==> src/rtl/mem_arbiter_pkg.sv <==
// rtl/mem_arbiter_pkg.sv - shared types and helpers for the memory arbiter
package mem_arbiter_pkg;

  typedef enum logic [0:0] {
    IDLE = 1'b0,
    BUSY = 1'b1
  } state_t;

  // Index width for a requester count; never below one bit.
  function automatic int clog2(input int n);
    int w;
    w = 1;
    while ((1 << w) < n) w = w + 1;
    return w;
  endfunction

endpackage

==> src/rtl/mem_arbiter_if.sv <==
// rtl/mem_arbiter_if.sv - requester and memory-side bus of the memory arbiter
interface mem_arbiter_if #(
  parameter int NUM_MASTERS = 2,
  parameter int AW          = 32,
  parameter int DW          = 32
);
  logic [NUM_MASTERS-1:0]        req_valid;
  logic [NUM_MASTERS-1:0]        req_we;
  logic [NUM_MASTERS-1:0]        req_lock;
  logic [NUM_MASTERS*AW-1:0]     req_addr;
  logic [NUM_MASTERS*DW-1:0]     req_wdata;
  logic [NUM_MASTERS*DW/8-1:0]   req_be;
  logic [NUM_MASTERS-1:0]        req_ready;
  logic [NUM_MASTERS-1:0]        resp_valid;
  logic [DW-1:0]                 resp_rdata;
  logic                          mem_req;
  logic                          mem_we;
  logic [AW-1:0]                 mem_addr;
  logic [DW-1:0]                 mem_wdata;
  logic [DW/8-1:0]               mem_be;
  logic [DW-1:0]                 mem_rdata;
  logic                          mem_ready;

  // Arbiter view.
  modport slave (
    input  req_valid, req_we, req_lock, req_addr, req_wdata, req_be,
    input  mem_rdata, mem_ready,
    output req_ready, resp_valid, resp_rdata,
    output mem_req, mem_we, mem_addr, mem_wdata, mem_be
  );

  // Requesters plus memory view.
  modport master (
    output req_valid, req_we, req_lock, req_addr, req_wdata, req_be,
    output mem_rdata, mem_ready,
    input  req_ready, resp_valid, resp_rdata,
    input  mem_req, mem_we, mem_addr, mem_wdata, mem_be
  );
endinterface

==> src/rtl/mem_arbiter_rr_pick.sv <==
// rtl/mem_arbiter_rr_pick.sv - combinational round-robin priority picker
module rr_pick #(
  parameter int N  = 2,
  parameter int IW = 1
) (
  input  logic [N-1:0]  req,
  input  logic [N-1:0]  mask,
  input  logic [IW-1:0] start,
  output logic [N-1:0]  grant,
  output logic [IW-1:0] idx,
  output logic          valid
);
  logic [N-1:0] eligible;

  assign eligible = req & mask;

  // Scan upward from start with wrap; the first eligible requester wins.
  always_comb begin
    int pos;
    grant = '0;
    idx   = '0;
    valid = 1'b0;
    pos   = 0;
    for (int k = 0; k < N; k++) begin
      pos = (int'(start) + k) % N;
      if (!valid && eligible[pos[IW-1:0]]) begin
        grant[pos[IW-1:0]] = 1'b1;
        idx                = pos[IW-1:0];
        valid              = 1'b1;
      end
    end
  end
endmodule

==> src/rtl/mem_arbiter.sv <==
// rtl/mem_arbiter.sv - round-robin, lockable, non-pipelined single-port memory arbiter
module mem_arbiter
  import mem_arbiter_pkg::*;
#(
  parameter int NUM_MASTERS = 2,
  parameter int AW          = 32,
  parameter int DW          = 32
) (
  input logic          clk,
  input logic          rst,
  mem_arbiter_if.slave bus
);
  localparam int IW = clog2(NUM_MASTERS);
  localparam int BW = DW / 8;

  state_t                 state;
  state_t                 state_nxt;
  logic [IW-1:0]          grant_idx;
  logic [IW-1:0]          last_idx;
  logic [IW-1:0]          lock_owner;
  logic                   locked;
  logic                   lat_we;
  logic [AW-1:0]          lat_addr;
  logic [DW-1:0]          lat_wdata;
  logic [BW-1:0]          lat_be;
  logic [NUM_MASTERS-1:0] resp_valid_q;
  logic [DW-1:0]          resp_rdata_q;

  logic [IW-1:0]          start_idx;
  logic [NUM_MASTERS-1:0] pick_mask;
  logic [NUM_MASTERS-1:0] pick_grant;
  logic [IW-1:0]          pick_idx;
  logic                   pick_valid;
  logic                   accept;

  // Round-robin resumes just past the last winner; a held lock admits only its owner.
  always_comb begin
    start_idx = (last_idx == IW'(NUM_MASTERS - 1)) ? '0 : last_idx + IW'(1);
    pick_mask = locked ? (NUM_MASTERS'(1) << lock_owner) : '1;
  end

  rr_pick #(
    .N  (NUM_MASTERS),
    .IW (IW)
  ) u_pick (
    .req   (bus.req_valid),
    .mask  (pick_mask),
    .start (start_idx),
    .grant (pick_grant),
    .idx   (pick_idx),
    .valid (pick_valid)
  );

  assign accept = (state == IDLE) && pick_valid && !rst;

  // State register.
  always_ff @(posedge clk) begin
    if (rst) state <= IDLE;
    else     state <= state_nxt;
  end

  // Next state: accept moves to BUSY, memory completion returns to IDLE.
  always_comb begin
    state_nxt = state;
    case (state)
      IDLE:    if (accept) state_nxt = BUSY;
      BUSY:    if (bus.mem_ready) state_nxt = IDLE;
      default: state_nxt = IDLE;
    endcase
  end

  // Outputs: accept pulse while idle, latched request driven while busy.
  always_comb begin
    bus.req_ready  = accept ? pick_grant : '0;
    bus.mem_req    = (state == BUSY);
    bus.mem_we     = (state == BUSY) && lat_we;
    bus.mem_addr   = lat_addr;
    bus.mem_wdata  = lat_wdata;
    bus.mem_be     = lat_be;
    bus.resp_valid = resp_valid_q;
    bus.resp_rdata = resp_rdata_q;
  end

  // Latch the winning request and produce the registered completion pulse.
  always_ff @(posedge clk) begin
    if (rst) begin
      grant_idx    <= '0;
      last_idx     <= IW'(NUM_MASTERS - 1);
      lock_owner   <= '0;
      locked       <= 1'b0;
      lat_we       <= 1'b0;
      lat_addr     <= '0;
      lat_wdata    <= '0;
      lat_be       <= '0;
      resp_valid_q <= '0;
      resp_rdata_q <= '0;
    end else begin
      resp_valid_q <= '0;
      if (accept) begin
        grant_idx  <= pick_idx;
        last_idx   <= pick_idx;
        lock_owner <= pick_idx;
        locked     <= bus.req_lock[pick_idx];
        lat_we     <= bus.req_we[pick_idx];
        lat_addr   <= bus.req_addr[pick_idx*AW +: AW];
        lat_wdata  <= bus.req_wdata[pick_idx*DW +: DW];
        lat_be     <= bus.req_be[pick_idx*BW +: BW];
      end
      if (state == BUSY && bus.mem_ready) begin
        resp_valid_q[grant_idx] <= 1'b1;
        if (!lat_we) resp_rdata_q <= bus.mem_rdata;
      end
    end
  end
endmodule

==> src/flat_wrapper.sv <==
// flat-port wrapper written by rule: the top's interface ports become plain ports
module mem_arbiter_flat import mem_arbiter_pkg::*;
#(
  parameter int NUM_MASTERS = 2,
  parameter int AW          = 32,
  parameter int DW          = 32
)
  (clk, rst, bus_req_valid, bus_req_we, bus_req_lock, bus_req_addr, bus_req_wdata, bus_req_be, bus_mem_rdata, bus_mem_ready, bus_req_ready, bus_resp_valid, bus_resp_rdata, bus_mem_req, bus_mem_we, bus_mem_addr, bus_mem_wdata, bus_mem_be);
  mem_arbiter_if #(.NUM_MASTERS(NUM_MASTERS), .AW(AW), .DW(DW)) bus_i ();
  input logic clk;
  input logic rst;
  input wire logic [$bits(bus_i.req_valid)-1:0] bus_req_valid;
  input wire logic [$bits(bus_i.req_we)-1:0] bus_req_we;
  input wire logic [$bits(bus_i.req_lock)-1:0] bus_req_lock;
  input wire logic [$bits(bus_i.req_addr)-1:0] bus_req_addr;
  input wire logic [$bits(bus_i.req_wdata)-1:0] bus_req_wdata;
  input wire logic [$bits(bus_i.req_be)-1:0] bus_req_be;
  input wire logic [$bits(bus_i.mem_rdata)-1:0] bus_mem_rdata;
  input wire logic [$bits(bus_i.mem_ready)-1:0] bus_mem_ready;
  output wire logic [$bits(bus_i.req_ready)-1:0] bus_req_ready;
  output wire logic [$bits(bus_i.resp_valid)-1:0] bus_resp_valid;
  output wire logic [$bits(bus_i.resp_rdata)-1:0] bus_resp_rdata;
  output wire logic [$bits(bus_i.mem_req)-1:0] bus_mem_req;
  output wire logic [$bits(bus_i.mem_we)-1:0] bus_mem_we;
  output wire logic [$bits(bus_i.mem_addr)-1:0] bus_mem_addr;
  output wire logic [$bits(bus_i.mem_wdata)-1:0] bus_mem_wdata;
  output wire logic [$bits(bus_i.mem_be)-1:0] bus_mem_be;
  assign bus_i.req_valid = bus_req_valid;
  assign bus_i.req_we = bus_req_we;
  assign bus_i.req_lock = bus_req_lock;
  assign bus_i.req_addr = bus_req_addr;
  assign bus_i.req_wdata = bus_req_wdata;
  assign bus_i.req_be = bus_req_be;
  assign bus_i.mem_rdata = bus_mem_rdata;
  assign bus_i.mem_ready = bus_mem_ready;
  assign bus_req_ready = bus_i.req_ready;
  assign bus_resp_valid = bus_i.resp_valid;
  assign bus_resp_rdata = bus_i.resp_rdata;
  assign bus_mem_req = bus_i.mem_req;
  assign bus_mem_we = bus_i.mem_we;
  assign bus_mem_addr = bus_i.mem_addr;
  assign bus_mem_wdata = bus_i.mem_wdata;
  assign bus_mem_be = bus_i.mem_be;
  mem_arbiter #(.NUM_MASTERS(NUM_MASTERS), .AW(AW), .DW(DW)) u_core (.clk(clk), .rst(rst), .bus(bus_i));
endmodule
==> config.mk <==
export PLATFORM = sky130hd
export DESIGN_NAME = mem_arbiter_flat
export DESIGN_NICKNAME = d
export VERILOG_FILES = /design/src/rtl/mem_arbiter_pkg.sv /design/src/rtl/mem_arbiter_if.sv /design/src/rtl/mem_arbiter_rr_pick.sv /design/src/rtl/mem_arbiter.sv /design/src/flat_wrapper.sv
export SDC_FILE = /design/constraint.sdc
export NUM_CORES = 1
export LEC_CHECK = 0
export CAP_MARGIN = 20
export CORE_MARGIN = 3
export CORE_UTILIZATION = 38
export DETAILED_ROUTE_END_ITERATION = 16
export GPL_TIMING_DRIVEN = 0
export PLACE_DENSITY = 0.86
export SKIP_CTS_REPAIR_TIMING = 1
export SLEW_MARGIN = 10
export SYNTH_ARGS = -nofsm -noshare
export SYNTH_HDL_FRONTEND = slang
export SYNTH_SLANG_ARGS = --single-unit
==> constraint.sdc <==
create_clock -name clk -period 2.6 [get_ports clk]
set_input_delay 0.39 -clock clk [delete_from_list [all_inputs] [get_ports clk]]
set_output_delay 0.39 -clock clk [all_outputs]
set_load 0.02 [all_outputs]
==> results.ini <==
[route]
dr.pass1.iters = 5
drt_wl_total_um = 15500
dr_total_vias = 4770
drt_iter0_drc = 251
post_drt_wl_per_cell_um = 16.6
drc = 0
viasPerCell = 5.12
ant_nets = 0

[clock_tree]
clk_pin_slew_worst_paths_ps = 110
root_buffer = clkbuf_8
clock_path_buffers = 2
cts_tree = yes
clock_latency_ps = 360
clock_sinks = 107
cts_made_buffers = 9
h-tree-depth = 3

[logic_synthesis]
yosys_warnings = 0
synth.most_common_cell = nand2_1
async_flop_share_pct = 0
synth_area_leader_cell = dfxtp_1
synth_top_area_share_pct = 51.7
ys_top_cells_by_count = nand2_1 (151), dfxtp_1 (107), a31oi_1 (42), o21ai_0 (42), a21oi_1 (33)
synth-seq-cells = 107
synthDistinctLibCells = 30
synth-edff-count = 0
ys.flop_type = dfxtp_1
avgSynthCellArea_sq_um = 8.36
synth.cell_area_sq_um = 4140
synth_cells = 495
synthTopCellsByArea = dfxtp_1 (52%), nand2_1 (14%), a221o_1 (6.5%), a31oi_1 (6.3%), o21ai_0 (5.1%)
syn-num-nets = 672
synth_seq_area_share_pct = 51.7

[power_and_ir_drop]
swShare_pct = 31.9
p_leak_nw = 2.79
p_total_mw = 4.18
p_comb_share_pct = 31.6
ir_worst_vdd_uv = 360
seq_power_share_pct = 45.4
p_int_mw = 2.85
p_switching_mw = 1.34
powerDensity_nw_per_um2 = 570
clkPwrFrac_pct = 23.0

[timing]
period_share_pct = 95.6
worstMarginPinSlew_ps = 486
tns_ps = 0
maxSlewViolCount = 0
timing_hold_violations_final = 0
max_freq_mhz = 402
slew_headroom_pct = 67.6
layout_min_cycle_time_ps = 2490
rsz0062_at_grt = false
skew_ps = 16.2
setup_ws_ps = 114
setup_viol = 0

[floorplan]
core_sq_um = 10500
dieArea_sq_um = 12200
ios = 283
die_w_um = 110
dieHeight_um = 110
initial_core_util_pct = 39.6
rows = 37

[setup_path]
start_kind = input port
cp-end-kind = output pin
path_max_fanout = 10
cp.required_ps = 2210
cp.arrival_ps = 2100
critPathKind = in2out

[grt]
overflow = 0
grt_pass1_wl_um = 22800
grt_usage_pct = 23.9
antenna_found_initial = 0
grt_start_max_net_pins = 20
grt_pass1_vias = 4725

[placement]
place_ws_ps = -482
dpl.cell_count = 913
dp_hpwl_um = 12100
numPortBuffers = 282
gp_congestion = 0.797

[layout]
finalNonFillerCells = 931
finish.utilization_pct = 70.2
antenna_cells = 0
nets = 967
drive_above_1_share_pct = 4.03
areaGrowthSynthToFinish_pct = 77.4

[outcome]
status = finished, final reports clean

[worst_hold_path]
hold_class = reg2reg

[job]
drv_cap = 0

## path summary, 6_finish.rpt
check                               to                      start  slack (ps)  cells past startpoint
min          u_core.bus.resp_rdata[12]  u_core.bus.resp_rdata[12]         460                      2
max reg2reg    u_core.bus.mem_wdata[2]           u_core.grant_idx         690                      6
min reg2reg  u_core.bus.resp_rdata[12]  u_core.bus.resp_rdata[12]         460                      2
max                   bus_req_ready[1]           bus_req_valid[0]         110                      7
## routing by layer
layer / part of all wire (%) / vias up / GRT usage (%) / wire (um)
met5: 0 / - / 0 / 0
met4: 2.7 / 0 / 8.62 / 411
met3: 11 / 29 / 8.97 / 1710
met2: 50 / 238 / 42.8 / 7780
met1: 36 / 2196 / 25.7 / 5560
li1: - / 2307 / - / -
## worst max-delay path, cell delays in order
cell	delay, ps
clkdlybuf4s50_1	480
nand3b_1	150
and3_1	150
buf_2	230
and3_4	220
buf_2	210
dlymetal6s2s_1	260
## state kept, by name, indices dropped and copies added (netlist names)
register and cells:
u_core.bus.mem_be 4, u_core.last_idx 1, u_core.locked 1, u_core.bus.mem_wdata 32, u_core.grant_idx 1, u_core.bus.mem_addr 32
u_core.bus.resp_rdata 32, u_core.bus.resp_valid 2, u_core.bus.mem_req 1, u_core.lat_we 1
## through the flow
step | area (sq um) | hold slack [ps]
final | 7340 | 461
after global routing | 7340 | 480
after CTS | 7310 | 464
after detailed placement | 7130 | 448
after global placement | 7130 | 443
after floorplan | 4140 | 449
## cells by family (layout without fill, tap and decap cells)
group,count (synthesis),after routing,synth area share (%)
flops,107,107,51.7
buf+inv,43,343,4.68
simple gates,194,194,20.2
compound gates,150,150,23.1
mux,1,1,0.242
## placed cells by master (no fill, tap or decap), drive strengths merged, types with 2 or more instances in the layout
cell type / n
and2: 28
dlymetal6s2s: 2
nor2: 4
dfxtp: 107
clkdlybuf4s50: 280
buf: 11
nand2: 151
a21oi: 34
a221o: 27
inv: 5
and3: 2
a31oi: 42
clkbuf: 41
o21ai: 42
clkinvlp: 2
clkinv: 2
nor3: 2
## cell type report
type                       count  area (sq um)
inverter                       2          7.51
clock inverter                 7          57.6
multi-input combinational    345          1810
buffer                        41           186
sequential                   107          2140
tap                          136           170
timing repair buffer         284          2840
fill                         824          3120
clock buffer                   9           124
## power groups by stage
stage	registers, mW	logic (mW)	clock network [mW]
floorplan	2.12	0.383	0
global placement	1.92	1.29	0
global route	1.92	1.42	1.07
finish	1.90	1.32	0.964
CTS	1.90	1.32	0.996
detailed placement	1.93	1.31	0
(Power assumes the default switching activity.)
